**src/rtl/bytecode_decode_pkg.sv**
```systemverilog
// Shared types and the opcode length table for the bytecode decoder.
package bytecode_pkg;

    // Width of the out_len field (records are 1..5 bytes long).
    localparam int LEN_W = 3;

    typedef enum logic {
        OPCODE,
        OPERAND
    } state_t;

    // Operand count for one opcode; count is 0 whenever illegal is set.
    typedef struct packed {
        logic       illegal;
        logic [2:0] count;
    } op_info_t;

    // Pure lookup of the operand-byte count; the 4-operand opcodes only
    // exist when the decoder is built for 4 operand bytes.
    function automatic op_info_t op_len(input logic [7:0] opcode, input int max_operands);
        op_info_t info;
        info.illegal = 1'b0;
        info.count   = 3'd0;
        case (opcode) inside
            8'h10, 8'h12, [8'h15:8'h19], [8'h36:8'h3A], 8'hA9, 8'hBC:
                info.count = 3'd1;
            8'h11, 8'h13, 8'h14, 8'h84, [8'h99:8'hA8], [8'hB2:8'hB8],
            8'hBB, 8'hBD, 8'hC0, 8'hC1, 8'hC6, 8'hC7:
                info.count = 3'd2;
            8'hC8, 8'hC9:
                if (max_operands >= 4) info.count   = 3'd4;
                else                   info.illegal = 1'b1;
            8'hAA, 8'hAB, 8'hB9, 8'hBA, 8'hC4, 8'hC5, [8'hCA:8'hFF]:
                info.illegal = 1'b1;
            default: ;
        endcase
        return info;
    endfunction

endpackage

```
**src/rtl/bytecode_decode_if.sv**
```systemverilog
// Byte-stream input, flush/redirect and decoded-record output of the decoder.
interface bytecode_decode_if
    import bytecode_pkg::*;
#(
    parameter int PC_W         = 16,
    parameter int MAX_OPERANDS = 2
);
    localparam int OPND_W = 8 * MAX_OPERANDS;

    logic [7:0]        in_byte;
    logic              in_valid;
    logic              in_ready;
    logic              flush;
    logic [PC_W-1:0]   flush_pc;
    logic              out_valid;
    logic              out_ready;
    logic [7:0]        out_opcode;
    logic [OPND_W-1:0] out_operand;
    logic [LEN_W-1:0]  out_len;
    logic [PC_W-1:0]   out_pc;
    logic              out_illegal;
    logic              busy;

    // Fetch/execute side: supplies bytes and redirects, consumes records.
    modport master (
        output in_byte, in_valid, flush, flush_pc, out_ready,
        input  in_ready, out_valid, out_opcode, out_operand, out_len,
               out_pc, out_illegal, busy
    );

    // Decoder side.
    modport slave (
        input  in_byte, in_valid, flush, flush_pc, out_ready,
        output in_ready, out_valid, out_opcode, out_operand, out_len,
               out_pc, out_illegal, busy
    );

endinterface

```
**src/rtl/bytecode_decode.sv**
```systemverilog
// Streaming JVM bytecode decoder: assembles opcode + operand bytes into one
// record tagged with the PC of its opcode byte.
module bytecode_decode
    import bytecode_pkg::*;
#(
    parameter int PC_W         = 16,
    parameter int MAX_OPERANDS = 2
) (
    input logic               clk,
    input logic               rst,
    bytecode_decode_if.slave  bus
);

    localparam int OPND_W = 8 * MAX_OPERANDS;

    state_t            r_state;
    state_t            w_state_nxt;
    logic [2:0]        r_rem;
    logic [PC_W-1:0]   r_pc;
    logic [7:0]        r_op;
    logic [PC_W-1:0]   r_op_pc;
    logic [2:0]        r_op_cnt;
    logic [OPND_W-9:0] r_acc;

    logic              r_out_valid;
    logic [7:0]        r_out_opcode;
    logic [OPND_W-1:0] r_out_operand;
    logic [LEN_W-1:0]  r_out_len;
    logic [PC_W-1:0]   r_out_pc;
    logic              r_out_illegal;

    op_info_t          w_info;
    logic              w_in_ready;
    logic              w_accept;
    logic              w_emit;
    logic [OPND_W-1:0] w_acc_nxt;
    logic [7:0]        w_rec_op;
    logic [PC_W-1:0]   w_rec_pc;
    logic [LEN_W-1:0]  w_rec_len;
    logic              w_rec_ill;

    assign w_info = op_len(bus.in_byte, MAX_OPERANDS);

    // State register; reset drops any partial instruction without a clock.
    always_ff @(posedge clk or posedge rst) begin
        // NOTE: non-blocking assignments so every flop samples pre-edge values.
        if (rst) r_state <= OPCODE;
        else     r_state <= w_state_nxt;
    end

    // Next state: flush wins, otherwise advance only on an accepted byte.
    always_comb begin
        // NOTE: default first, so no path leaves the signal unassigned (no latch).
        w_state_nxt = r_state;
        if (bus.flush) begin
            w_state_nxt = OPCODE;
        end else if (w_accept) begin
            case (r_state)
                OPCODE:  if (!w_info.illegal && w_info.count != 3'd0) w_state_nxt = OPERAND;
                OPERAND: if (r_rem == 3'd1) w_state_nxt = OPCODE;
                default: w_state_nxt = OPCODE;
            endcase
        end
    end

    // Handshake, emit strobe and the record fields to load on emit.
    always_comb begin
        w_in_ready = !rst && !bus.flush && (!r_out_valid || bus.out_ready);
        w_accept   = bus.in_valid && w_in_ready;
        w_emit     = 1'b0;
        w_acc_nxt  = '0;
        w_rec_op   = r_op;
        w_rec_pc   = r_op_pc;
        w_rec_len  = LEN_W'(1) + r_op_cnt;
        w_rec_ill  = 1'b0;
        if (r_state == OPCODE) begin
            w_emit    = w_accept && (w_info.illegal || w_info.count == 3'd0);
            w_rec_op  = bus.in_byte;
            w_rec_pc  = r_pc;
            w_rec_len = LEN_W'(1) + w_info.count;
            w_rec_ill = w_info.illegal;
        end else begin
            w_emit    = w_accept && (r_rem == 3'd1);
            w_acc_nxt = {r_acc, bus.in_byte};
        end
    end

    // Datapath: PC, operand accumulator and the output record slot.
    always_ff @(posedge clk or posedge rst) begin
        if (rst) begin
            r_rem         <= 3'd0;
            r_pc          <= '0;
            r_op          <= 8'd0;
            r_op_pc       <= '0;
            r_op_cnt      <= 3'd0;
            r_acc         <= '0;
            r_out_valid   <= 1'b0;
            r_out_opcode  <= 8'd0;
            r_out_operand <= '0;
            r_out_len     <= '0;
            r_out_pc      <= '0;
            r_out_illegal <= 1'b0;
        end else if (bus.flush) begin
            r_rem       <= 3'd0;
            r_pc        <= bus.flush_pc;
            r_out_valid <= 1'b0;
        end else begin
            if (r_out_valid && bus.out_ready) r_out_valid <= 1'b0;
            if (w_accept) begin
                r_pc  <= r_pc + PC_W'(1);
                r_acc <= w_acc_nxt[OPND_W-9:0];
                if (r_state == OPCODE) begin
                    r_op     <= bus.in_byte;
                    r_op_pc  <= r_pc;
                    r_op_cnt <= w_info.count;
                    r_rem    <= w_info.count;
                end else begin
                    r_rem <= r_rem - 3'd1;
                end
            end
            if (w_emit) begin
                r_out_valid   <= 1'b1;
                r_out_opcode  <= w_rec_op;
                r_out_operand <= w_acc_nxt;
                r_out_len     <= w_rec_len;
                r_out_pc      <= w_rec_pc;
                r_out_illegal <= w_rec_ill;
            end
        end
    end

    assign bus.in_ready    = w_in_ready;
    assign bus.out_valid   = r_out_valid;
    assign bus.out_opcode  = r_out_opcode;
    assign bus.out_operand = r_out_operand;
    assign bus.out_len     = r_out_len;
    assign bus.out_pc      = r_out_pc;
    assign bus.out_illegal = r_out_illegal;
    assign bus.busy        = (r_state == OPERAND);

endmodule

```
**src/flat_wrapper.sv**
```systemverilog
// flat-port wrapper written by rule: the top's interface ports become plain ports
module bytecode_decode_flat import bytecode_pkg::*;
#(
    parameter int PC_W         = 16,
    parameter int MAX_OPERANDS = 2
)
  (clk, rst, bus_in_byte, bus_in_valid, bus_flush, bus_flush_pc, bus_out_ready, bus_in_ready, bus_out_valid, bus_out_opcode, bus_out_operand, bus_out_len, bus_out_pc, bus_out_illegal, bus_busy);
  bytecode_decode_if #(.PC_W(PC_W), .MAX_OPERANDS(MAX_OPERANDS)) bus_i ();
  input logic clk;
  input logic rst;
  input wire logic [$bits(bus_i.in_byte)-1:0] bus_in_byte;
  input wire logic [$bits(bus_i.in_valid)-1:0] bus_in_valid;
  input wire logic [$bits(bus_i.flush)-1:0] bus_flush;
  input wire logic [$bits(bus_i.flush_pc)-1:0] bus_flush_pc;
  input wire logic [$bits(bus_i.out_ready)-1:0] bus_out_ready;
  output wire logic [$bits(bus_i.in_ready)-1:0] bus_in_ready;
  output wire logic [$bits(bus_i.out_valid)-1:0] bus_out_valid;
  output wire logic [$bits(bus_i.out_opcode)-1:0] bus_out_opcode;
  output wire logic [$bits(bus_i.out_operand)-1:0] bus_out_operand;
  output wire logic [$bits(bus_i.out_len)-1:0] bus_out_len;
  output wire logic [$bits(bus_i.out_pc)-1:0] bus_out_pc;
  output wire logic [$bits(bus_i.out_illegal)-1:0] bus_out_illegal;
  output wire logic [$bits(bus_i.busy)-1:0] bus_busy;
  assign bus_i.in_byte = bus_in_byte;
  assign bus_i.in_valid = bus_in_valid;
  assign bus_i.flush = bus_flush;
  assign bus_i.flush_pc = bus_flush_pc;
  assign bus_i.out_ready = bus_out_ready;
  assign bus_in_ready = bus_i.in_ready;
  assign bus_out_valid = bus_i.out_valid;
  assign bus_out_opcode = bus_i.out_opcode;
  assign bus_out_operand = bus_i.out_operand;
  assign bus_out_len = bus_i.out_len;
  assign bus_out_pc = bus_i.out_pc;
  assign bus_out_illegal = bus_i.out_illegal;
  assign bus_busy = bus_i.busy;
  bytecode_decode #(.PC_W(PC_W), .MAX_OPERANDS(MAX_OPERANDS)) u_core (.clk(clk), .rst(rst), .bus(bus_i));
endmodule
```
**config.mk**
```make
export PLATFORM = sky130hd
export DESIGN_NAME = bytecode_decode_flat
export DESIGN_NICKNAME = d
export VERILOG_FILES = /design/src/rtl/bytecode_decode_pkg.sv /design/src/rtl/bytecode_decode_if.sv /design/src/rtl/bytecode_decode.sv /design/src/flat_wrapper.sv
export SDC_FILE = /design/constraint.sdc
export NUM_CORES = 1
export LEC_CHECK = 0
export ABC_AREA = 1
export ABC_CLOCK_PERIOD_IN_PS = 4400
export BUFFER_PORTS_ARGS = -buffer_cell sky130_fd_sc_hd__buf_2
export CORE_MARGIN = 4
export CORE_UTILIZATION = 37
export CTS_CLUSTER_SIZE = 14
export DETAILED_ROUTE_END_ITERATION = 16
export SKIP_CTS_REPAIR_TIMING = 1
export SYNTH_ARGS = -nofsm -noshare
export SYNTH_HDL_FRONTEND = slang
export SYNTH_SLANG_ARGS = --single-unit
```
**constraint.sdc**
```tcl
create_clock -name clk -period 4.4 [get_ports clk]
set_input_delay 0.44 -clock clk [delete_from_list [all_inputs] [get_ports clk]]
set_output_delay 0.44 -clock clk [all_outputs]
set_load 0.01 [all_outputs]
```
# --- Yosys cells after proc, flatten, opt, wreduce, memory -nomap -nowiden ---
# Cells that the tools add are included.
# W data, S select, Z words.
totals:
  memories: 0
  mem_bits_ro: 0
  elab_cells: 106
  reg_bits: 100
  mem_bits_rw: 0
  latch_bits: 0
  in_bits: 29
op_classes:
  magnitude_cmp: 10
  n_div: 0
  n_addsub: 4
  reduce_logical: 29
  mux: 25
  eq_ne: 23
  bitwise_logic: 2
  shift: 0
  multipliers: 0
ops:
  columns: ["cell", "count"]
  rows:
  - ["$eq A8 B8 Y1 const B", 17]
  - ["$mux W16", 4]
  - ["$eq A8 B5 Y1 const B", 5]
  - ["$ge A8 B8 Y1 const B", 3]
  - ["$le A8 B8 Y1 const B", 3]
  - ["$add A16 B1 Y16 const B", 1]
  - ["$mux W1", 13]
  - ["$logic_and A1 B1 Y1", 12]
  - ["$mux W3", 4]
  - ["$reduce_or A12 Y1", 1]
  - ["$ge A8 B5 Y1 const B", 1]
  - ["$ge A8 B6 Y1 const B", 1]
  - ["$le A8 B5 Y1 const B", 1]
  - ["$le A8 B6 Y1 const B", 1]
  - ["$mux W8", 1]
  - ["$reduce_or A7 Y1", 1]
  - ["$reduce_bool A3 Y1", 2]
  - ["$reduce_or A6 Y1", 1]
  - ["$logic_not A1 Y1", 4]
  - ["$mux W2", 2]
  - ["$reduce_and A2 Y1", 2]
  - ["$add A1 B2 Y3 const A", 1]
  - ["$add A1 B3 Y3 const A", 1]
  - ["$eq A3 B1 Y1 const B", 1]
  - ["other kinds (8)", 10]

# --- Logic depth before layout (Yosys ltp) ---
# Gate-level depths: netlist of the first run.
depth:
  ltp_word: 13
  ltp_mapped: 16
  depth_no_buf: 14

# --- Worst setup path before layout of the first run ---
# Ideal clock, no wire load.
synth_path:
  path_type: "input -> register"
  startpoint: "in bus_in_byte[5]"
  endpoint: "reg u_core.r_out_len[1] (netlist: u_core.bus.out_len[1])"
  n_path_buf: 1
  setup_time_ps: 117
  path_slack_ps: 2482
  arrival_time_ps: 1801
  path_stages: 12
  required_time_ps: 4283
  path_cell_list: "buf_4 nand2_1 nor2_1 nand2_1 nand2_1 nor2_1 nand3_2 o21ai_0 inv_1 ha_1 nand3_2 nand2_1"
synth_between:
  elab_cells_between_ends: 54
  cone_classes: "add/sub: 1; order compare: 10; eq/ne: 22; mux: 8; reduce/logical: 13"
synth_rtl:
  columns: ["item", "line", "rtl"]
  rows:
  - ["from (decl)", "flat_wrapper.sv:11", "input wire logic [$bits(bus_i.in_byte)-1:0] bus_in_byte;"]
  - ["$ge A8 B8 Y1 (implied by the code) / $le A8 B8 Y1 (equally long branches)", "bytecode_decode.sv:42", "assign w_info = op_len(bus.in_byte, MAX_OPERANDS);"]
  - ["$logic_and A1 B1 Y1 (implied by the code)", "bytecode_decode.sv:42", null]
  - ["$reduce_or A12 Y1", "bytecode_decode_pkg.sv:24", "case (opcode) inside"]
  - ["$mux W2", "bytecode_decode_pkg.sv:24", null]
  - ["$mux W2 (*)", "bytecode_decode_pkg.sv:24", null]
  - ["$add A1 B2 Y3 (*)", "bytecode_decode.sv:80", "w_rec_len = LEN_W'(1) + w_info.count;"]
  - ["$mux W3 (*)", "bytecode_decode.sv:76", "if (r_state == OPCODE) begin"]
  - ["net u_core.w_rec_len[1]", "bytecode_decode.sv:39", "logic [LEN_W-1:0] w_rec_len;"]
  - ["to (signal assigned)", "bytecode_decode.sv:125", "r_out_len <= w_rec_len;"]
  - ["to (decl)", "bytecode_decode.sv:28", "logic [LEN_W-1:0] r_out_len;"]
# The timed path passes the listed nets; every way through them passes the cells marked *.
# A chain may end at the register's enable or synchronous reset.

# --- Worst setup path after layout of the first run ---
layout_path:
  startpoint: "reg u_core.r_rem[1]"
  endpoint: "reg u_core.r_out_operand[0] (netlist: u_core.bus.out_operand[0])"
layout_between:
  elab_chain_cells: 4
layout_rtl:
  columns: ["item", "line", "rtl"]
  rows:
  - ["from (decl)", "bytecode_decode.sv:18", "logic [2:0] r_rem;"]
  - ["from (signal assigned)", "bytecode_decode.sv:116", "r_rem <= w_info.count;"]
  - ["from (signal assigned)", "bytecode_decode.sv:118", "r_rem <= r_rem - 3'd1;"]
  - ["$eq A3 B1 Y1", "bytecode_decode.sv:83", "w_emit = w_accept && (r_rem == 3'd1);"]
  - ["$logic_and A1 B1 Y1", "bytecode_decode.sv:83", null]
  - ["$mux W1", "bytecode_decode.sv:76", null]
  - ["$reduce_and A2 Y1 (no line)", null, null]
  - ["to (signal assigned)", "bytecode_decode.sv:124", "r_out_operand <= w_acc_nxt;"]
  - ["to (decl)", "bytecode_decode.sv:27", "logic [OPND_W-1:0] r_out_operand;"]
# No other way between the ends.

==> results of run 1 <==
-- worst max-delay path: stages (launching register included) --
cell,delay (ns)
dfrtp_1,0.36
inv_1,0.10
ha_1,0.15
inv_1,0.04
nor2_1,0.55
nand2_1,0.22
nand2_4,0.41
nand2_4,0.40
nand2_1,0.17
nand2_1,0.06
-- synth_stat cells, drive strengths merged --
master	instances	area (µm²)
ha	4	50.1
o21ai	36	180
o221ai	6	52.6
nor3	8	40.0
nand4	14	87.6
xor2	3	26.3
or2	1	6.26
o211ai	6	45.0
o31ai	8	60.1
inv	41	154
xnor2	1	8.76
dfrtp	99	2480
o22ai	2	12.5
nor2	41	164
buf	20	153
nand2	288	1100
o311ai	1	8.76
a21oi	7	35.0
a31oi	1	6.26
clkbuf	15	56.3
o21bai	2	15.0
nand3	47	335
a211oi	1	7.51
-- power by group through the flow --
stage	combinational, µW	clock (µW)	sequential [µW]
2_1_floorplan	269	0	1160
3_3_place_gp	431	0	1140
3_5_place_dp	438	0	1150
4_1_cts	440	822	1130
5_1_grt	489	863	1150
6_report	431	793	1130
-- registers in the layout (all words and copies together) (netlist names) --
name and flops:
u_core.r_acc 8, u_core.bus.out_operand 16, u_core.bus.busy 1, u_core.r_op_pc 16, u_core.bus.out_valid 1, u_core.r_op 8
u_core.bus.out_illegal 1, u_core.r_rem 3, u_core.bus.out_len 3, u_core.r_pc 16, u_core.bus.out_pc 16, u_core.bus.out_opcode 8
u_core.r_op_cnt 2
-- kinds of logic after synthesis --
family / synth area share
fa+ha+maj: 0.00985
flops: 0.487
xor+xnor: 0.00689
buf+inv: 0.0714
simple gates: 0.341
compound gates: 0.0832
-- placed cells by master, fill, tap and decap left out, drive strengths merged --
master / netlist / layout
clkbuf: 15 / 9
dfrtp: 99 / 99
nand2: 288 / 288
a211oi: 1 / 1
clkinv: 0 / 2
o211ai: 6 / 6
o22ai: 2 / 2
o31ai: 8 / 8
nor3: 8 / 8
xnor2: 1 / 1
or2: 1 / 1
clkinvlp: 0 / 1
xor2: 3 / 3
nand4: 14 / 14
nor2: 41 / 41
ha: 4 / 4
o21bai: 2 / 2
bufinv: 0 / 1
o21ai: 36 / 36
o221ai: 6 / 6
buf: 20 / 79
a21oi: 7 / 7
inv: 41 / 43
nand3: 47 / 47
a31oi: 1 / 1
o311ai: 1 / 1
-- through the flow --
stage	instance area, µm²	setup slack [ns]	utilization	total power, µW	instances
3_5_place_dp	5500	1.70	0.412	1580	872
6_report	5790	1.82	0.434	2350	887
5_1_grt	5790	1.43	0.434	2500	887
2_1_floorplan	5080	1.37	-	1430	652
3_3_place_gp	5500	1.74	0.412	1570	872
4_1_cts	5790	1.77	0.434	2390	887
-- how the worst max path moves through the flow --
| stage | start | to | slack [ns] | cells past startpoint |
|---|---|---|---|---|
| after floorplan | rst | u_core.bus.busy | 1.37 | 1 |
| after global placement | bus_in_byte[4] | u_core.bus.out_pc[10] | 1.74 | 12 |
| after detailed placement | bus_flush | u_core.r_pc[4] | 1.70 | 7 |
| after CTS | u_core.r_rem[1] | u_core.bus.out_opcode[3] | 1.77 | 9 |
| after global routing | u_core.r_rem[1] | u_core.bus.out_operand[2] | 1.43 | 9 |
| final | u_core.r_rem[1] | u_core.bus.out_operand[0] | 1.82 | 9 |
-- final cells by class --
type / instances / area [µm²] / share of cell area
sequential: 99 / 2480 / 0.428
multi-input combinational: 477 / 2240 / 0.387
timing repair buffer: 79 / 405 / 0.0700
clock buffer: 9 / 225 / 0.0389
tap: 176 / 220 / 0.0380
inverter: 41 / 156 / 0.0270
clock inverter: 6 / 65.1 / 0.0112
-- layer usage --
layer	vias up	GRT usage	routed length (µm)
li1	2203	-	-
met1	2091	0.221	5860
met2	128	0.293	6220
met3	22	0.0409	682
met4	0	0.0651	277
met5	-	0	0
==> metrics.txt, run 1 <==
# TYPE chip_impl_metric gauge
chip_impl_metric{name="cts-buffers-inserted",unit=""} 9
chip_impl_info{name="grt_setup_unrepaired",value="false"} 1
chip_impl_metric{name="worstSkewPairLatency",unit="ns"} 0.36
chip_impl_info{name="regToRegEndpoint",value="u_core.bus.out_operand[0]"} 1
chip_impl_metric{name="io_pins",unit=""} 76
chip_impl_metric{name="grt_pass1_wl",unit="µm"} 22200
chip_impl_metric{name="vias_per_cell",unit=""} 5.01
chip_impl_metric{name="hold_slack",unit="ns"} 0.220
chip_impl_metric{name="finalHoldViolations",unit=""} 0
chip_impl_metric{name="grt_use_total",unit=""} 0.175
chip_impl_info{name="outcome",value="completed"} 1
chip_impl_metric{name="globalRouteOverflowTotal",unit=""} 0
chip_impl_metric{name="post_synth_instance_area",unit="mm²"} 0.00508
chip_impl_metric{name="timing_max_transition_violations_final",unit=""} 0
chip_impl_metric{name="worstPathRequired",unit="ns"} 4.64
chip_impl_metric{name="final_layout_size_suffix_gt1_frac",unit=""} 0.187
chip_impl_metric{name="place.detailed.hpwl",unit="µm"} 9180
chip_impl_metric{name="final_routed_wire_length_divided_by_cell_count",unit="µm"} 14.7
chip_impl_metric{name="remaining_design_rule_violation_count",unit=""} 0
chip_impl_metric{name="yosys.cell_types.count",unit=""} 31
chip_impl_metric{name="timing.max_slew.rel_slack",unit=""} 0.448
chip_impl_metric{name="total_wirelength",unit="µm"} 13000
chip_impl_metric{name="syn2layout_area_growth",unit="%"} 14.0
chip_impl_metric{name="die_w",unit="µm"} 125
chip_impl_metric{name="arrival_worst_endpoint",unit="ns"} 2.82
chip_impl_metric{name="timing.final.crit_period",unit="ns"} 2.58
chip_impl_metric{name="ys_seq_elements",unit=""} 99
chip_impl_metric{name="post_route_clock_period_utilization",unit=""} 0.587
chip_impl_metric{name="intPower",unit="µW"} 1640
chip_impl_metric{name="insertedDiodeCount",unit=""} 0
chip_impl_metric{name="grt_antenna_before_repair",unit=""} 0
chip_impl_metric{name="crit_path_max_fanout",unit=""} 45
chip_impl_metric{name="avgSynthCellArea",unit="µm²"} 7.80
chip_impl_metric{name="power.switching_fraction",unit=""} 0.305
chip_impl_metric{name="power.share.combinational",unit=""} 0.183
chip_impl_metric{name="synth.yosys.warnings",unit=""} 0
chip_impl_info{name="cts.root.buffer_cell",value="clkbuf_16"} 1
chip_impl_metric{name="n_fill_cell",unit=""} 1398
chip_impl_metric{name="setup_viol",unit=""} 0
chip_impl_metric{name="synth.yosys.seq_area_share",unit=""} 0.487
chip_impl_metric{name="p_switching",unit="µW"} 717
chip_impl_metric{name="max_cap_violations",unit=""} 0
chip_impl_metric{name="max_freq",unit="MHz"} 387
chip_impl_metric{name="floorplan.initialDensity",unit=""} 0.381
chip_impl_metric{name="clockPowerShare",unit=""} 0.337
chip_impl_metric{name="worst_case_vdd_ir_drop",unit="mV"} 0.223
chip_impl_metric{name="clockBufferDepth",unit=""} 2
chip_impl_metric{name="first_global_vias",unit=""} 4474
chip_impl_metric{name="cts_clk_pin_slew_worst_paths",unit="ns"} 0.07
chip_impl_metric{name="p_per_area",unit="mW/mm²"} 407
chip_impl_metric{name="worst-r2r-setup-slack",unit="ns"} 1.82
chip_impl_metric{name="placeable_area",unit="mm²"} 0.0133
chip_impl_info{name="worstSetupStartpointType",value="flip-flop"} 1
chip_impl_metric{name="synth.net_count",unit=""} 685
chip_impl_metric{name="power_leakage",unit="µW"} 0.00304
chip_impl_info{name="worstHoldPathType",value="in -> async"} 1
chip_impl_metric{name="totalNegativeSetupSlack",unit="ns"} 0
chip_impl_metric{name="fp.dieArea",unit="mm²"} 0.0157
chip_impl_metric{name="grt_start_max_net_pins",unit=""} 58
chip_impl_metric{name="dr.pass1.iters",unit=""} 5
chip_impl_info{name="path_class",value="reg -> reg"} 1
chip_impl_info{name="regToRegStartpoint",value="u_core.r_rem[1]"} 1
chip_impl_metric{name="detailedRoute.firstIterationViolations",unit=""} 277
chip_impl_metric{name="post_synth_inst_count",unit=""} 652
chip_impl_metric{name="clkSinkCount",unit=""} 99
chip_impl_metric{name="gpl.final_weighted_congestion",unit=""} 0.876
chip_impl_metric{name="timing.clock.skew",unit="ns"} 0.00749
chip_impl_info{name="cts_tree",value="done"} 1
chip_impl_metric{name="antenna_violating_nets_post_route",unit=""} 0
chip_impl_metric{name="share_seq_of_total_power",unit=""} 0.480
chip_impl_metric{name="number_of_levels_the_h_tree_was_split_into",unit=""} 3
chip_impl_metric{name="worst_r2r_path_depth",unit=""} 9
chip_impl_metric{name="worst-slew-pin-transition",unit="ns"} 0.829
chip_impl_metric{name="std_cell_rows",unit=""} 42
chip_impl_metric{name="nets",unit=""} 740
chip_impl_metric{name="fp.dieH",unit="µm"} 125
chip_impl_info{name="worst_setup_path_end_kind",value="flip-flop"} 1
chip_impl_metric{name="port_buffers",unit=""} 75
chip_impl_metric{name="route.vias.total",unit=""} 4444
Note: power is estimated with default switching activity, not from simulation.
==> run 2, diff against run 1 <==
--- a/config.mk
+++ b/config.mk
@@ -5,8 +5,8 @@
 export SDC_FILE = /design/constraint.sdc
 export NUM_CORES = 1
 export LEC_CHECK = 0
-export ABC_AREA = 1
-export ABC_CLOCK_PERIOD_IN_PS = 4400
+export ABC_AREA = 0
+export ABC_CLOCK_PERIOD_IN_PS = 2390
 export BUFFER_PORTS_ARGS = -buffer_cell sky130_fd_sc_hd__buf_2
 export CORE_MARGIN = 4
 export CORE_UTILIZATION = 37
==> constraint.sdc (replaced) <==
create_clock -name clk -period 2.39 [get_ports clk]
set_input_delay 0.239 -clock clk [delete_from_list [all_inputs] [get_ports clk]]
set_output_delay 0.239 -clock clk [all_outputs]
set_load 0.01 [all_outputs]
==> run 2 against run 1 <==
Net effect:
- the flow now finishes with violations (negative hold slack)
- clock power increased by 95%
- hold slack worse by 0.22 ns
- count of clock-buffer cells in the layout increased by 2
- synthesized cell count fell by 6.0%
- sequential cell count stayed put
- first-iteration DRC count is 82% higher
- cell count did not move
- critical path depth shrank 2
- combinational power rose to 3.9 times the previous value
- cell area increased by 19%
- sequential power rose by 120%
- critical path type unchanged
- largest power group unchanged
- highest routed layer unchanged
==> metrics.txt, run 2 <==
# TYPE chip_impl_metric gauge
chip_impl_metric{name="placeable_area",unit="mm²"} 0.0151
chip_impl_metric{name="arrival_worst_endpoint",unit="ns"} 2.43
chip_impl_metric{name="setup_viol",unit=""} 0
chip_impl_metric{name="grt_antenna_before_repair",unit=""} 0
chip_impl_metric{name="synth_async_sr_flop_share",unit=""} 1.00
chip_impl_metric{name="total_wirelength",unit="µm"} 15900
chip_impl_metric{name="route.vias.total",unit=""} 5261
chip_impl_metric{name="place.detailed.hpwl",unit="µm"} 10700
chip_impl_metric{name="worstPathRequired",unit="ns"} 2.61
chip_impl_metric{name="insertedDiodeCount",unit=""} 0
chip_impl_metric{name="synth_compound_gate_area_share",unit=""} 0.198
chip_impl_metric{name="synth.yosys.warnings",unit=""} 0
chip_impl_metric{name="yosys.area_share.xor_xnor",unit=""} 0.00309
chip_impl_metric{name="remaining_design_rule_violation_count",unit=""} 0
chip_impl_metric{name="timing.max_slew.rel_slack",unit=""} 0.523
chip_impl_metric{name="antenna_violating_nets_post_route",unit=""} 0
chip_impl_info{name="cts_tree",value="done"} 1
chip_impl_metric{name="vias_per_cell",unit=""} 5.93
chip_impl_metric{name="post_synth_instance_area",unit="mm²"} 0.00568
chip_impl_metric{name="hold_slack",unit="ns"} -0.00314
chip_impl_info{name="crit_chain",value="buf_4 -> inv_1 -> nor2_1 -> nand2_2 -> and2_1 -> a221oi_2 -> o311ai_1"} 1
chip_impl_metric{name="fp.dieArea",unit="mm²"} 0.0174
chip_impl_metric{name="worstSkewPairLatency",unit="ns"} 0.36
chip_impl_metric{name="nets",unit=""} 727
chip_impl_metric{name="postLayoutCoreUtil",unit=""} 0.456
chip_impl_metric{name="io_pins",unit=""} 76
chip_impl_metric{name="clockBufferDepth",unit=""} 2
chip_impl_metric{name="synth.net_count",unit=""} 646
chip_impl_metric{name="first_global_vias",unit=""} 5206
chip_impl_metric{name="cts-buffers-inserted",unit=""} 9
chip_impl_metric{name="p_per_area",unit="mW/mm²"} 841
chip_impl_metric{name="critical_path.max_stage_delay",unit="ns"} 0.47
chip_impl_metric{name="avgSynthCellArea",unit="µm²"} 9.26
chip_impl_metric{name="detailedRoute.firstIterationViolations",unit=""} 504
chip_impl_metric{name="synthMuxAreaShare",unit=""} 0.0937
chip_impl_metric{name="synth_edf_count",unit=""} 0
chip_impl_metric{name="synth.yosys.seq_area_share",unit=""} 0.437
chip_impl_info{name="synth_top_family_by_area",value="simple AND/OR/NAND/NOR gates"} 1
chip_impl_metric{name="power_leakage",unit="µW"} 0.00295
chip_impl_metric{name="ys_seq_elements",unit=""} 99
chip_impl_metric{name="worst_case_vdd_ir_drop",unit="mV"} 0.385
chip_impl_metric{name="crit_path_max_fanout",unit=""} 23
chip_impl_metric{name="max_cap_violations",unit=""} 0
chip_impl_info{name="yosys-top-cells-count",value="dfrtp_1 (99), nand2_1 (88), nand3_1 (60)"} 1
chip_impl_info{name="postSynth.topFlopCell",value="dfrtp_1"} 1
chip_impl_metric{name="timing.clock.skew",unit="ns"} 0.00974
chip_impl_metric{name="final_routed_wire_length_divided_by_cell_count",unit="µm"} 17.9
chip_impl_metric{name="pre_cts_slack",unit="ns"} -0.0976
chip_impl_metric{name="totalNegativeSetupSlack",unit="ns"} 0
chip_impl_metric{name="dr.pass1.iters",unit=""} 5
chip_impl_metric{name="layout_setup_ws",unit="ns"} 0.174
chip_impl_info{name="most_common_cell_after_layout_fill_and_taps_aside",value="dfrtp_1"} 1
chip_impl_metric{name="post_route_clock_period_utilization",unit=""} 0.927
chip_impl_info{name="mostFrequentLayoutCells",value="dfrtp_1 (99), nand2_1 (87), buf_2 (75), nand3_1 (58), buf_4 (49)"} 1
chip_impl_metric{name="synthSimpleGateAreaFrac",unit=""} 0.209
chip_impl_metric{name="number_of_levels_the_h_tree_was_split_into",unit=""} 3
chip_impl_info{name="violations",value="negative hold slack"} 1
chip_impl_metric{name="globalRouteOverflowTotal",unit=""} 0
chip_impl_metric{name="syn2layout_area_growth",unit="%"} 21.2
chip_impl_info{name="synth_top_cell_by_area",value="dfrtp_1"} 1
chip_impl_metric{name="die_w",unit="µm"} 132
chip_impl_metric{name="synth.top_cell.area_share",unit=""} 0.437
chip_impl_metric{name="floorplan.initialDensity",unit=""} 0.376
chip_impl_info{name="worstHoldPathType",value="in -> async"} 1
chip_impl_metric{name="n_fill_cell",unit=""} 1438
chip_impl_metric{name="yosys.area_share.adder",unit=""} 0.00882
chip_impl_info{name="worstSetupStartpointType",value="flip-flop"} 1
chip_impl_metric{name="max_freq",unit="MHz"} 451
chip_impl_info{name="top_post_synthesis_cells_by_area",value="dfrtp_1 (44%), nand2_1 (5.8%), nand3_1 (5.3%)"} 1
chip_impl_info{name="synth.most_common_cell",value="dfrtp_1"} 1
chip_impl_metric{name="dpl-instance-area",unit="mm²"} 0.00657
chip_impl_metric{name="timing.final.crit_period",unit="ns"} 2.22
chip_impl_info{name="critical_path.top_delay_family",value="simple AND/OR/NAND/NOR gates"} 1
chip_impl_info{name="path_class",value="reg -> reg"} 1
chip_impl_metric{name="clkSinkCount",unit=""} 99
chip_impl_metric{name="gpl.final_weighted_congestion",unit=""} 0.865
chip_impl_metric{name="grt_use_total",unit=""} 0.185
chip_impl_metric{name="critPathBufInv",unit=""} 2
chip_impl_metric{name="worst-slew-pin-transition",unit="ns"} 0.714
chip_impl_info{name="grt_setup_unrepaired",value="false"} 1
chip_impl_info{name="worst_setup_path_end_kind",value="flip-flop"} 1
chip_impl_metric{name="post_synth_inst_count",unit=""} 613
chip_impl_metric{name="timing_max_transition_violations_final",unit=""} 0
chip_impl_metric{name="fp.dieH",unit="µm"} 132
chip_impl_metric{name="yosys.cell_types.count",unit=""} 55
chip_impl_metric{name="grt_start_max_net_pins",unit=""} 53
chip_impl_metric{name="port_buffers",unit=""} 75
chip_impl_metric{name="grt_pass1_wl",unit="µm"} 26600
chip_impl_info{name="timing.critical_path.slowest_stage_cell",value="dfrtp_1"} 1
chip_impl_metric{name="cts_clk_pin_slew_worst_paths",unit="ns"} 0.07
chip_impl_info{name="outcome",value="finished, violations left"} 1
chip_impl_metric{name="final_layout_size_suffix_gt1_frac",unit=""} 0.260
chip_impl_metric{name="std_cell_rows",unit=""} 45
chip_impl_info{name="cts.root.buffer_cell",value="clkbuf_16"} 1
chip_impl_metric{name="final_design_area_no_fill",unit="mm²"} 0.00688
chip_impl_metric{name="finalHoldViolations",unit=""} 2
run 2: changes by cell type after synthesis, sizes merged, moves of 12 or more:
cell    previous run  this run
mux2i              0        25
or4                0        25
nand2            288        88
nand3             47        60
mux2               0        25
nand4             14         2
a22oi              0        18
nor2              41        22
inv               41         9
o311a              0        24
clkbuf            15        44
o211ai             6        25
run 2: layer usage:
metal / GRT usage / vias up / wire length [µm]
li1: - / 2472 / -
met1: 0.246 / 2637 / 7260
met2: 0.292 / 127 / 7440
met3: 0.0458 / 25 / 793
met4: 0.0712 / 0 / 385
met5: 0 / - / 0
run 2: path summary, 6_finish.rpt:
check,start,end,slack (ns),cells past startpoint
max reg2reg,u_core.bus.busy,u_core.bus.out_len[1],0.17,7
min,rst,u_core.bus.out_valid,-0.003,2
max,u_core.bus.busy,u_core.bus.out_len[1],0.17,7
min reg2reg,u_core.r_acc[6],u_core.r_acc[6],0.50,2
max in group asynchronous,rst,u_core.r_pc[6],1.75,3
min in group clk,bus_flush_pc[2],u_core.r_pc[2],0.09,3
run 2: area by class of cell:
type / count / area (µm²) / area share
Clock buffer: 11 / 253 / 0.0367
Clock inverter: 5 / 60.1 / 0.00873
Inverter: 9 / 37.5 / 0.00546
Multi-Input combinational cell: 445 / 2950 / 0.429
Sequential cell: 99 / 2480 / 0.360
Tap cell: 188 / 235 / 0.0342
Timing Repair Buffer: 130 / 863 / 0.126
run 2: per-stage QoR:
step / hold slack (ns) / cells / total power (µW)
2_1_floorplan: 0.351 / 613 / 3570
3_3_place_gp: 0.395 / 871 / 4210
3_5_place_dp: 0.412 / 871 / 4280
4_1_cts: 0.0259 / 887 / 5840
5_1_grt: 0.0509 / 887 / 6170
6_report: -0.00314 / 887 / 5790
run 2: where the power goes:
group | total (µW) | internal [µW] | switching (µW)
logic | 1690 | 831 | 864
registers | 2540 | 2130 | 413
clock network | 1550 | 873 | 675
total | 5790 | 3830 | 1950
run 2: logic make-up after synthesis:
| family | after synthesis |
|---|---|
| buffers and inverters | 69 |
| multiplexers | 50 |
| AND/OR/NAND/NOR | 237 |
| flip-flops | 99 |
| XOR/XNOR | 2 |
| AO/OA/AOI/OAI | 152 |
| adder cells (fa/ha/maj) | 4 |
run 2: worst reg2reg max path, stage by stage (launching register included):
cell	delay, ns
dfrtp_1	0.47
buf_4	0.22
inv_1	0.13
nor2_1	0.20
nand2_2	0.36
and2_1	0.33
a221oi_2	0.23
o311ai_1	0.14
==> run 3, diff against run 2 <==
--- a/config.mk
+++ b/config.mk
@@ -8,7 +8,6 @@
 export ABC_AREA = 0
 export ABC_CLOCK_PERIOD_IN_PS = 2390
 export BUFFER_PORTS_ARGS = -buffer_cell sky130_fd_sc_hd__buf_2
-export CORE_MARGIN = 4
 export CORE_UTILIZATION = 37
 export CTS_CLUSTER_SIZE = 14
 export DETAILED_ROUTE_END_ITERATION = 16
==> constraint.sdc (replaced) <==
create_clock -name clk -period 2.39 [get_ports clk]
set_input_delay 0.478 -clock clk [delete_from_list [all_inputs] [get_ports clk]]
set_output_delay 0.478 -clock clk [all_outputs]
set_load 0.01 [all_outputs]
==> run 3 against run 2 <==
Net effect:
- the run now ends clean
- non-clock buffer count decreased by 3
- first-iteration DRC count decreased by 32%
- global-route usage increased by 1.1 points
- fmax decreased by 3.2%
- sequential share of layout area about the same
- die area decreased by 8.9%
- sequential power about the same
- count of clock-buffer cells in the layout increased by 1
- clock power decreased by 3%
- hold slack improved by 0.23 ns
- total power decreased by 1.0%
- highest routed layer unchanged
==> metrics.txt, run 3 (synthesis gave the netlist of run 2 again) <==
# TYPE chip_impl_metric gauge
chip_impl_metric{name="fp.dieArea",unit="mm²"} 0.0158
chip_impl_metric{name="grt_use_total",unit=""} 0.196
chip_impl_metric{name="pre_cts_slack",unit="ns"} -0.307
chip_impl_metric{name="p_per_area",unit="mW/mm²"} 834
chip_impl_metric{name="power_leakage",unit="µW"} 0.00295
chip_impl_metric{name="power.share.combinational",unit=""} 0.294
chip_impl_metric{name="p_total",unit="µW"} 5730
chip_impl_metric{name="timing.clock.skew",unit="ns"} 0.00961
chip_impl_metric{name="worst-slew-pin-transition",unit="ns"} 0.637
chip_impl_metric{name="worstSkewPairLatency",unit="ns"} 0.35
chip_impl_metric{name="place.detailed.hpwl",unit="µm"} 10200
chip_impl_metric{name="gpl.final_weighted_congestion",unit=""} 0.891
chip_impl_metric{name="finalHoldViolations",unit=""} 0
chip_impl_metric{name="placeable_area",unit="mm²"} 0.0148
chip_impl_metric{name="port_buffers",unit=""} 75
chip_impl_metric{name="final_routed_wire_length_divided_by_cell_count",unit="µm"} 17.2
chip_impl_metric{name="globalRouteMet2Util",unit=""} 0.302
chip_impl_metric{name="detailedRoute.firstIterationViolations",unit=""} 345
chip_impl_info{name="worstHoldPathType",value="in -> async"} 1
chip_impl_metric{name="grt_pass1_wl",unit="µm"} 24700
chip_impl_metric{name="clockPowerShare",unit=""} 0.263
chip_impl_metric{name="insertedDiodeCount",unit=""} 0
chip_impl_metric{name="die_w",unit="µm"} 126
chip_impl_metric{name="route.vias.total",unit=""} 5164
chip_impl_metric{name="timing_max_transition_violations_final",unit=""} 0
chip_impl_metric{name="max_freq",unit="MHz"} 437
chip_impl_metric{name="nets",unit=""} 724
chip_impl_metric{name="cts_clk_pin_slew_worst_paths",unit="ns"} 0.07
chip_impl_metric{name="grt_start_max_net_pins",unit=""} 84
chip_impl_info{name="cts_tree",value="done"} 1
chip_impl_metric{name="timing.max_slew.rel_slack",unit=""} 0.575
chip_impl_metric{name="worst_r2r_path_depth",unit=""} 8
chip_impl_metric{name="number_of_levels_the_h_tree_was_split_into",unit=""} 3
chip_impl_metric{name="antenna_violating_nets_post_route",unit=""} 0
chip_impl_info{name="outcome",value="completed"} 1
chip_impl_metric{name="final_design_area_no_fill",unit="mm²"} 0.00687
chip_impl_metric{name="final_layout_size_suffix_gt1_frac",unit=""} 0.255
chip_impl_info{name="mostFrequentLayoutCells",value="dfrtp_1 (99), nand2_1 (87), buf_2 (74), nand3_1 (58), buf_4 (44)"} 1
chip_impl_metric{name="worst_case_vdd_ir_drop",unit="mV"} 0.427
chip_impl_metric{name="p_switching",unit="µW"} 1890
chip_impl_metric{name="timing.final.crit_period",unit="ns"} 2.29
chip_impl_info{name="worstSetupStartpointType",value="primary input"} 1
chip_impl_metric{name="total_wirelength",unit="µm"} 15100
chip_impl_info{name="grt.busiest_layer",value="met2"} 1
chip_impl_metric{name="floorplan.initialDensity",unit=""} 0.385
chip_impl_info{name="path_class",value="in -> reg"} 1
chip_impl_metric{name="cts-buffers-inserted",unit=""} 9
chip_impl_metric{name="dr.pass1.iters",unit=""} 7
chip_impl_info{name="cts.root.buffer_cell",value="clkbuf_16"} 1
chip_impl_metric{name="worstPathRequired",unit="ns"} 2.61
chip_impl_metric{name="layout_setup_ws",unit="ns"} 0.101
chip_impl_metric{name="fp.dieH",unit="µm"} 126
chip_impl_metric{name="grt_antenna_before_repair",unit=""} 0
chip_impl_metric{name="arrival_worst_endpoint",unit="ns"} 2.51
chip_impl_metric{name="power.switching_fraction",unit=""} 0.331
chip_impl_metric{name="remaining_design_rule_violation_count",unit=""} 0
chip_impl_info{name="most_common_cell_after_layout_fill_and_taps_aside",value="dfrtp_1"} 1
chip_impl_metric{name="clockBufferDepth",unit=""} 2
chip_impl_metric{name="vias_per_cell",unit=""} 5.87
chip_impl_info{name="worst_setup_path_end_kind",value="flip-flop"} 1
chip_impl_metric{name="max_cap_violations",unit=""} 0
chip_impl_metric{name="syn2layout_area_growth",unit="%"} 21.0
chip_impl_metric{name="std_cell_rows",unit=""} 44
chip_impl_metric{name="setup_viol",unit=""} 0
chip_impl_metric{name="crit_path_max_fanout",unit=""} 5
chip_impl_metric{name="globalRouteMet1Util",unit=""} 0.281
chip_impl_metric{name="post_route_clock_period_utilization",unit=""} 0.958
chip_impl_metric{name="intPower",unit="µW"} 3830
chip_impl_metric{name="io_pins",unit=""} 76
chip_impl_metric{name="clkSinkCount",unit=""} 99
chip_impl_metric{name="dpl-instance-area",unit="mm²"} 0.00656
chip_impl_metric{name="share_seq_of_total_power",unit=""} 0.443
chip_impl_metric{name="globalRouteOverflowTotal",unit=""} 0
chip_impl_metric{name="grt_use_met3",unit=""} 0.0276
chip_impl_info{name="grt_setup_unrepaired",value="false"} 1
chip_impl_metric{name="first_global_vias",unit=""} 4691
chip_impl_metric{name="totalNegativeSetupSlack",unit="ns"} 0
[run 3: cell types whose count changed in the layout (fill, tap and decap cells not counted), sizes merged]
| cell | change |
|---|---|
| inv | -1 |
| clkbuf | +2 |
| buf | -4 |
| clkinvlp | -1 |
[run 3: path summary, 6_finish.rpt]
check	startpoint	to	slack, ns
worst max-delay path	bus_in_byte[4]	u_core.bus.out_len[1]	0.10
worst min-delay path	rst	u_core.r_acc[3]	0.23
worst max register to register	u_core.r_pc[1]	u_core.r_pc[14]	0.37
worst min register to register	u_core.r_acc[0]	u_core.r_acc[0]	0.49
max in group asynchronous	rst	u_core.bus.out_pc[0]	1.57
min in group clk	bus_flush_pc[2]	u_core.r_pc[2]	0.33
[run 3: layout make-up]
class                           count  area (µm²)
Clock buffer                       12         256
Clock inverter                      3        47.5
Fill cell                        1400        7890
Inverter                            9        37.5
Multi-Input combinational cell    445        2950
Sequential cell                    99        2480
Tap cell                          184         230
Timing Repair Buffer              127         868
[run 3: critical path, cell delays in order]
cell	delay (ns)
buf_2	0.13
nor3b_1	0.16
a32o_1	0.27
a211o_1	0.28
or2_4	0.24
mux2_2	0.26
ha_2	0.26
and3_1	0.15
a221oi_2	0.16
o311ai_1	0.12
[run 3: power by group through the flow]
stage               Combinational [µW]  Sequential (µW)  Clock, µW
global placement                  1650             2540          0
finish                            1680             2540       1510
CTS                               1700             2540       1540
detailed placement                1700             2570          0
floorplan                          956             2610          0
global route                      1870             2610       1600
[run 3: per-layer routing]
metal,vias up,share of wire
met5,-,0
met4,0,0.018
met3,17,0.037
met2,123,0.46
met1,2555,0.48
li1,2469,-
[run 3: through the flow]
| step | utilization | hold WS (ns) | cells |
|---|---|---|---|
| final | 0.466 | 0.225 | 879 |
| after global routing | 0.466 | 0.263 | 879 |
| after CTS | 0.465 | 0.228 | 879 |
| after detailed placement | 0.445 | 0.473 | 864 |
| after global placement | 0.445 | 0.465 | 864 |
| after floorplan | - | 0.449 | 613 |
